## src/rtl/dsi_hs_lane_rx.sv

```systemverilog
// ---------------------------------------------------------------------------
// dsi_hs_lane_rx
// Receive side of one DSI HS data lane. Takes 8-bit words from the lane
// deserializer, hunts for the HS sync byte at any of 8 bit offsets, locks
// the alignment for the rest of the burst, forwards the aligned payload and
// discards the HS-trail bytes at the end of the burst.
//
// Ports
//   clk_sys    in   byte clock, all logic on posedge
//   rst_n      in   asynchronous active-low reset
//   hs_input   in   [7:0] deserialized word, bit0 earliest on the wire
//   hs_valid   in   lane is in HS mode, hs_input meaningful
//   out_data   out  [7:0] aligned payload byte
//   out_valid  out  out_data valid this cycle
//   out_sof    out  with out_valid: first payload byte of the burst
//   out_eof    out  1-cycle end-of-burst pulse, no data attached
//   active     out  high while a burst is being handled (HUNT/ACTIVE/DROP)
//   sync_err   out  1-cycle pulse when no sync byte was found
// ---------------------------------------------------------------------------
module dsi_hs_lane_rx #(
    parameter logic [7:0] SYNC_SEQUENCE = 8'b00011101,
    parameter int         TRAIL_BYTES   = 2,
    parameter int         SYNC_TIMEOUT  = 4
) (
    input  logic       clk_sys,
    input  logic       rst_n,
    input  logic [7:0] hs_input,
    input  logic       hs_valid,
    output logic [7:0] out_data,
    output logic       out_valid,
    output logic       out_sof,
    output logic       out_eof,
    output logic       active,
    output logic       sync_err
);

    localparam logic [1:0] ST_IDLE   = 2'd0;
    localparam logic [1:0] ST_HUNT   = 2'd1;
    localparam logic [1:0] ST_ACTIVE = 2'd2;
    localparam logic [1:0] ST_DROP   = 2'd3;

    localparam int HUNT_W     = $clog2(SYNC_TIMEOUT + 1);
    localparam int FILL_W     = $clog2(TRAIL_BYTES + 1);
    localparam int LINE_DEPTH = (TRAIL_BYTES > 1) ? TRAIL_BYTES - 1 : 1;
    localparam int OLD_IDX    = LINE_DEPTH - 1;

    logic [1:0]        state;
    logic [7:0]        prev_r;
    logic [2:0]        offset;
    logic [HUNT_W-1:0] hunt_cnt;
    logic [FILL_W-1:0] fill_cnt;
    logic [7:0]        line_r [LINE_DEPTH];
    logic              sof_pending;

    logic [15:0] window;
    logic        match_found;
    logic [2:0]  match_k;
    logic [7:0]  aligned;
    logic        line_full;
    logic [7:0]  oldest;

    assign window = {hs_input, prev_r};
    assign active = (state != ST_IDLE);

    // Scan downwards so the lowest matching offset is the one that sticks.
    always_comb begin
        match_found = 1'b0;
        match_k     = 3'd0;
        for (int k = 7; k >= 0; k--) begin
            if (window[k +: 8] == SYNC_SEQUENCE) begin
                match_found = 1'b1;
                match_k     = 3'(k);
            end
        end
    end

    // The delay line is TRAIL_BYTES deep counting the byte currently being
    // assembled in the window (its low bits live in prev_r). Only the older
    // TRAIL_BYTES-1 bytes need real storage, and the oldest of the whole line
    // is the aligned byte itself when TRAIL_BYTES is 1.
    assign aligned   = window[offset +: 8];
    assign line_full = (fill_cnt == FILL_W'(TRAIL_BYTES - 1));
    assign oldest    = (TRAIL_BYTES == 1) ? aligned : line_r[OLD_IDX];

    always_ff @(posedge clk_sys or negedge rst_n) begin
        if (!rst_n) begin
            state       <= ST_IDLE;
            prev_r      <= 8'd0;
            offset      <= 3'd0;
            hunt_cnt    <= '0;
            fill_cnt    <= '0;
            sof_pending <= 1'b0;
            out_data    <= 8'd0;
            out_valid   <= 1'b0;
            out_sof     <= 1'b0;
            out_eof     <= 1'b0;
            sync_err    <= 1'b0;
            for (int i = 0; i < LINE_DEPTH; i++) begin
                line_r[i] <= 8'd0;
            end
        end else begin
            out_valid <= 1'b0;
            out_sof   <= 1'b0;
            out_eof   <= 1'b0;
            sync_err  <= 1'b0;

            if (hs_valid) begin
                prev_r <= hs_input;
            end

            case (state)
                ST_IDLE: begin
                    if (hs_valid) begin
                        state    <= ST_HUNT;
                        hunt_cnt <= '0;
                    end
                end

                ST_HUNT: begin
                    if (!hs_valid) begin
                        sync_err <= 1'b1;
                        state    <= ST_IDLE;
                    end else if (match_found) begin
                        offset      <= match_k;
                        fill_cnt    <= '0;
                        sof_pending <= 1'b1;
                        state       <= ST_ACTIVE;
                    end else if (hunt_cnt == HUNT_W'(SYNC_TIMEOUT - 1)) begin
                        sync_err <= 1'b1;
                        state    <= ST_DROP;
                    end else begin
                        hunt_cnt <= hunt_cnt + 1'b1;
                    end
                end

                ST_ACTIVE: begin
                    if (!hs_valid) begin
                        // Whatever is still in the line is HS-trail.
                        fill_cnt <= '0;
                        out_eof  <= 1'b1;
                        state    <= ST_IDLE;
                    end else begin
                        line_r[0] <= aligned;
                        for (int i = 1; i < LINE_DEPTH; i++) begin
                            line_r[i] <= line_r[i-1];
                        end
                        if (line_full) begin
                            out_data    <= oldest;
                            out_valid   <= 1'b1;
                            out_sof     <= sof_pending;
                            sof_pending <= 1'b0;
                        end else begin
                            fill_cnt <= fill_cnt + 1'b1;
                        end
                    end
                end

                default: begin
                    if (!hs_valid) begin
                        state <= ST_IDLE;
                    end
                end
            endcase
        end
    end

endmodule

```

## config.mk

```make
export PLATFORM = sky130hd
export DESIGN_NAME = dsi_hs_lane_rx
export DESIGN_NICKNAME = d
export VERILOG_FILES = /design/src/rtl/dsi_hs_lane_rx.sv
export SDC_FILE = /design/constraint.sdc
export NUM_CORES = 1
export LEC_CHECK = 0
export ABC_AREA = 1
export BUFFER_PORTS_ARGS = -buffer_cell sky130_fd_sc_hd__buf_2
export CAP_MARGIN = 10
export CORE_MARGIN = 2
export CORE_UTILIZATION = 49
export DETAILED_ROUTE_END_ITERATION = 8
export HOLD_SLACK_MARGIN = 0.15
export PLACE_DENSITY = 0.66
export SLEW_MARGIN = 10
export SYNTH_ARGS = -nofsm -noshare
export SYNTH_HDL_FRONTEND = slang
export SYNTH_SLANG_ARGS = --single-unit
```

## constraint.sdc

```tcl
create_clock -name clk_sys -period 1.4 [get_ports clk_sys]
set_input_delay 0.35 -clock clk_sys [delete_from_list [all_inputs] [get_ports clk_sys]]
set_output_delay 0.35 -clock clk_sys [all_outputs]
set_load 0.01 [all_outputs]
```

==> out/results.tsv <==
stage	metric	value	unit
grt	grt_max_degree	40	
job	maxCapViolations	0	
logic_synthesis	synth.top_cells.by_area	dfrtp_1 42%, nand2_1 15%, o21ai_0 7.4%	
setup_path	path_max_fanout	25	
clock_network	cts_made_buffers	5	
cells_and_area	num_antenna_cells	0	
power_and_ir_drop	p_per_area	1630	nW/µm²
drt	ant_nets	0	
grt	grtUsageTotal	21.2	%
logic_synthesis	synthCells	308	
logic_synthesis	synth_cell_type_count	25	
drt	wl_per_cell	12.6	µm
grt	overflow	0	
setup_path	path_class	reg2reg	
clock_network	root_buffer	clkbuf_8	
drt	vias_per_cell	5.07	
logic_synthesis	yosys.area.top_type	dfrtp_1	
floorplanning	rows	24	
logic_synthesis	netlist_area	2300	µm²
cells_and_area	stdcell_count	410	
cells_and_area	final_nets	371	
setup_path	crit_chain	buf_12 > o21ai_0 > buf_4 > nand2_1 > nand2_1 > o21ai_0 > o21ai_1	
power_and_ir_drop	vdd_drop_max	835	µV
placed_design	dpl.hpwl	3870	µm
floorplanning	die_x	72.6	µm
drt	drt_iter0_drc	129	
sta	fin_crit_sh	100	%
sta	rsz0062_at_grt	yes	
logic_synthesis	synth_edf_count	0	
logic_synthesis	synth-simple-area-share	32.7	%
logic_synthesis	synth.most_common_cell	nand2_1	
sta	fmax	712	MHz
floorplanning	initial_utilization	51.9	%
logic_synthesis	synth_common_cells	93 x nand2_1, 39 x dfrtp_1, 34 x o21ai_0	
floorplanning	core_region_area	4440	µm²
logic_synthesis	synth.top_cell.area_share	42.3	%
floorplanning	die_h	72.6	µm
setup_path	cpMaxStageDelayCell	dfrtp_1	
placed_design	placed_cells	396	
placed_design	gp_congestion	1.00	
setup_path	crit_family	compound AO/OA/AOI/OAI gates	
clock_network	clkLatencyLatePin	0.29	ns
grt	grt_pass1_wl	8530	µm
sta	fin_crit	1.40	ns
sta	relSlewSlack	79.4	%
floorplanning	die-area	5270	µm²
cells_and_area	fillers	398	
floorplanning	ios	24	
logic_synthesis	synth_compound_area_share	14.3	%
clock_network	cts.sinks	39	
setup_path	reg2reg_setup_slack	-0.004	ns
run_status	violations	setup timing	
setup_path	path_buf_inv	2	
logic_synthesis	synth.avg_cell_area	7.48	µm²
clock_network	htree_levels	2	
drt	drtPass1Iterations	5	
drt	drc	0	
placed_design	dpl_worst_slack	-0.0930	ns
setup_path	cp-end-kind	flip-flop	
sta	fin_skew	0.00378	ns
sta	fin_worst_hold_slack	0.272	ns
logic_synthesis	ys_seq_area_share	42.3	%
clock_network	cts_tree	built	
cells_and_area	area_growth	25.2	%
placed_design	io_buffers	23	
setup_path	startpoint_type	flip-flop	
sta	worst_slew_pin_slew	0.305	ns
logic_synthesis	syn_nets	322	
sta	worst_slack	-0.00398	ns
run_status	status	finished with violations	
sta	hold_viol_final	0	
logic_synthesis	synth_fa_ha_area_share	1.63	%
logic_synthesis	synth_xor_xnor_area_share	0	%
drt	routed_wl	5160	µm
logic_synthesis	synth_mux_area_share	1.30	%
logic_synthesis	ys_ff_latch	39	
min_path	min-delay-path-class	in2reg	
logic_synthesis	synth_top_family_by_area	simple AND/OR/NAND/NOR gates	
setup_path	slowest_delay	0.40	ns
cells_and_area	layout-drive-gt1-share	33.8	%
grt	antenna_found_initial	0	
logic_synthesis	yosys_warnings	0	
setup_path	cp.required	1.62	ns
logic_synthesis	synth_ff_type	dfrtp_1	
drt	vias	2078	
sta	setup_viol	2	
logic_synthesis	async_flop_share	100	%
setup_path	crit_arrival	1.62	ns
grt	grt_pass1_vias	1813	
power_and_ir_drop	p_leak	1.48	nW
clock_network	clkSlewWorstSetupHoldPaths	0.08	ns
sta	timing.final.max_slew_violations	0	
clock_network	clock_path_buffers	2	
placed cells by master, fill, tap and decap left out, drive strengths merged:
cell type    count
a21oi            4
clkinvlp         1
nor2            34
o21ai           49
nand4            3
inv             35
dfrtp           39
o22ai            3
clkinv           1
mux2i            3
buf             50
ha               3
clkbuf           7
dlygate4sd3      1
o211ai           5
nand3b           1
nand2          110
nand3            9
layer usage:
metal  vias to the layer above  track usage, %  part of all wire, %
met2                        61            32.0                   44
met4                         0            8.44                  2.6
met3                        11            3.87                  5.2
met1                       923            30.0                   48
li1                       1083               -                    -
met5                         -               0                    0
cell families after synthesis:
logic type	Yosys count
DFF	39
muxes	3
and+or+nand+nor	157
adders and majority gates	3
AOI/OAI and AO/OA	61
buffers and inverters	45
power breakdown:
part | leakage (nW) | switching, mW | internal (mW) | total, mW
logic | 0.950 | 1.27 | 0.887 | 2.15
clock network | 0.0505 | 0.395 | 0.448 | 0.843
registers | 0.484 | 0.220 | 1.49 | 1.71
stage by stage:
stage / total power [mW] / utilization [%] / area, µm² / TNS [ns]
2_1_floorplan: 3.04 / - / 2300 / 0
3_3_place_gp: 3.62 / 59.3 / 2630 / -0.844
3_5_place_dp: 3.64 / 59.3 / 2630 / -0.531
4_1_cts: 4.51 / 62.4 / 2770 / -0.00241
5_1_grt: 5.11 / 64.9 / 2890 / -0.482
6_report: 4.71 / 64.9 / 2890 / -0.00746
final timing paths:
| path | cells after the start | end | startpoint |
|---|---|---|---|
| setup / recovery | 7 | line_r[7]$_DFFE_PN0P_ | offset[0]$_DFFE_PN0P_ |
| hold reg to reg | 2 | out_data[6]$_DFFE_PN0P_ | line_r[6]$_DFFE_PN0P_ |
| min in group asynchronous | 3 | out_data[2]$_DFFE_PN0P_ | rst_n |
| setup reg to reg | 7 | line_r[7]$_DFFE_PN0P_ | offset[0]$_DFFE_PN0P_ |
| max in group asynchronous | 3 | state[0]$_DFFE_PN0P_ | rst_n |
| hold / removal | 3 | prev_r[7]$_DFFE_PN0P_ | hs_input[7] |
final cells by class:
| cell class | count | area [µm²] | share of cell area, % |
|---|---|---|---|
| clock buffer | 7 | 96.3 | 3.34 |
| multi-input combinational | 224 | 1230 | 42.7 |
| inverter | 36 | 141 | 4.90 |
| timing repair buffer | 51 | 359 | 12.4 |
| tap | 52 | 65.1 | 2.25 |
| sequential | 39 | 983 | 34.1 |
| clock inverter | 1 | 7.51 | 0.260 |
registers in the layout, summed over array words and instances (netlist names):
signal       flops
out_sof          1
state            2
out_eof          1
out_valid        1
offset           3
out_data         8
sync_err         1
hunt_cnt         3
fill_cnt         2
prev_r           8
line_r           8
sof_pending      1
worst register-to-register path, stage by stage (launching register included):
cell	delay, ns
dfrtp_1	0.40
buf_12	0.16
o21ai_0	0.25
buf_4	0.17
nand2_1	0.04
nand2_1	0.09
o21ai_0	0.09
o21ai_1	0.13
timing repair:
item                                    4_1_cts  5_1_grt
hold endpoints to repair                     39        0
resized for setup                             9       33
endpoints found under the setup margin       10       19
pin swaps                                     1        9
setup buffers                                 1        4
hold buffers                                  1        0
Power figures use the tool's default switching activity.
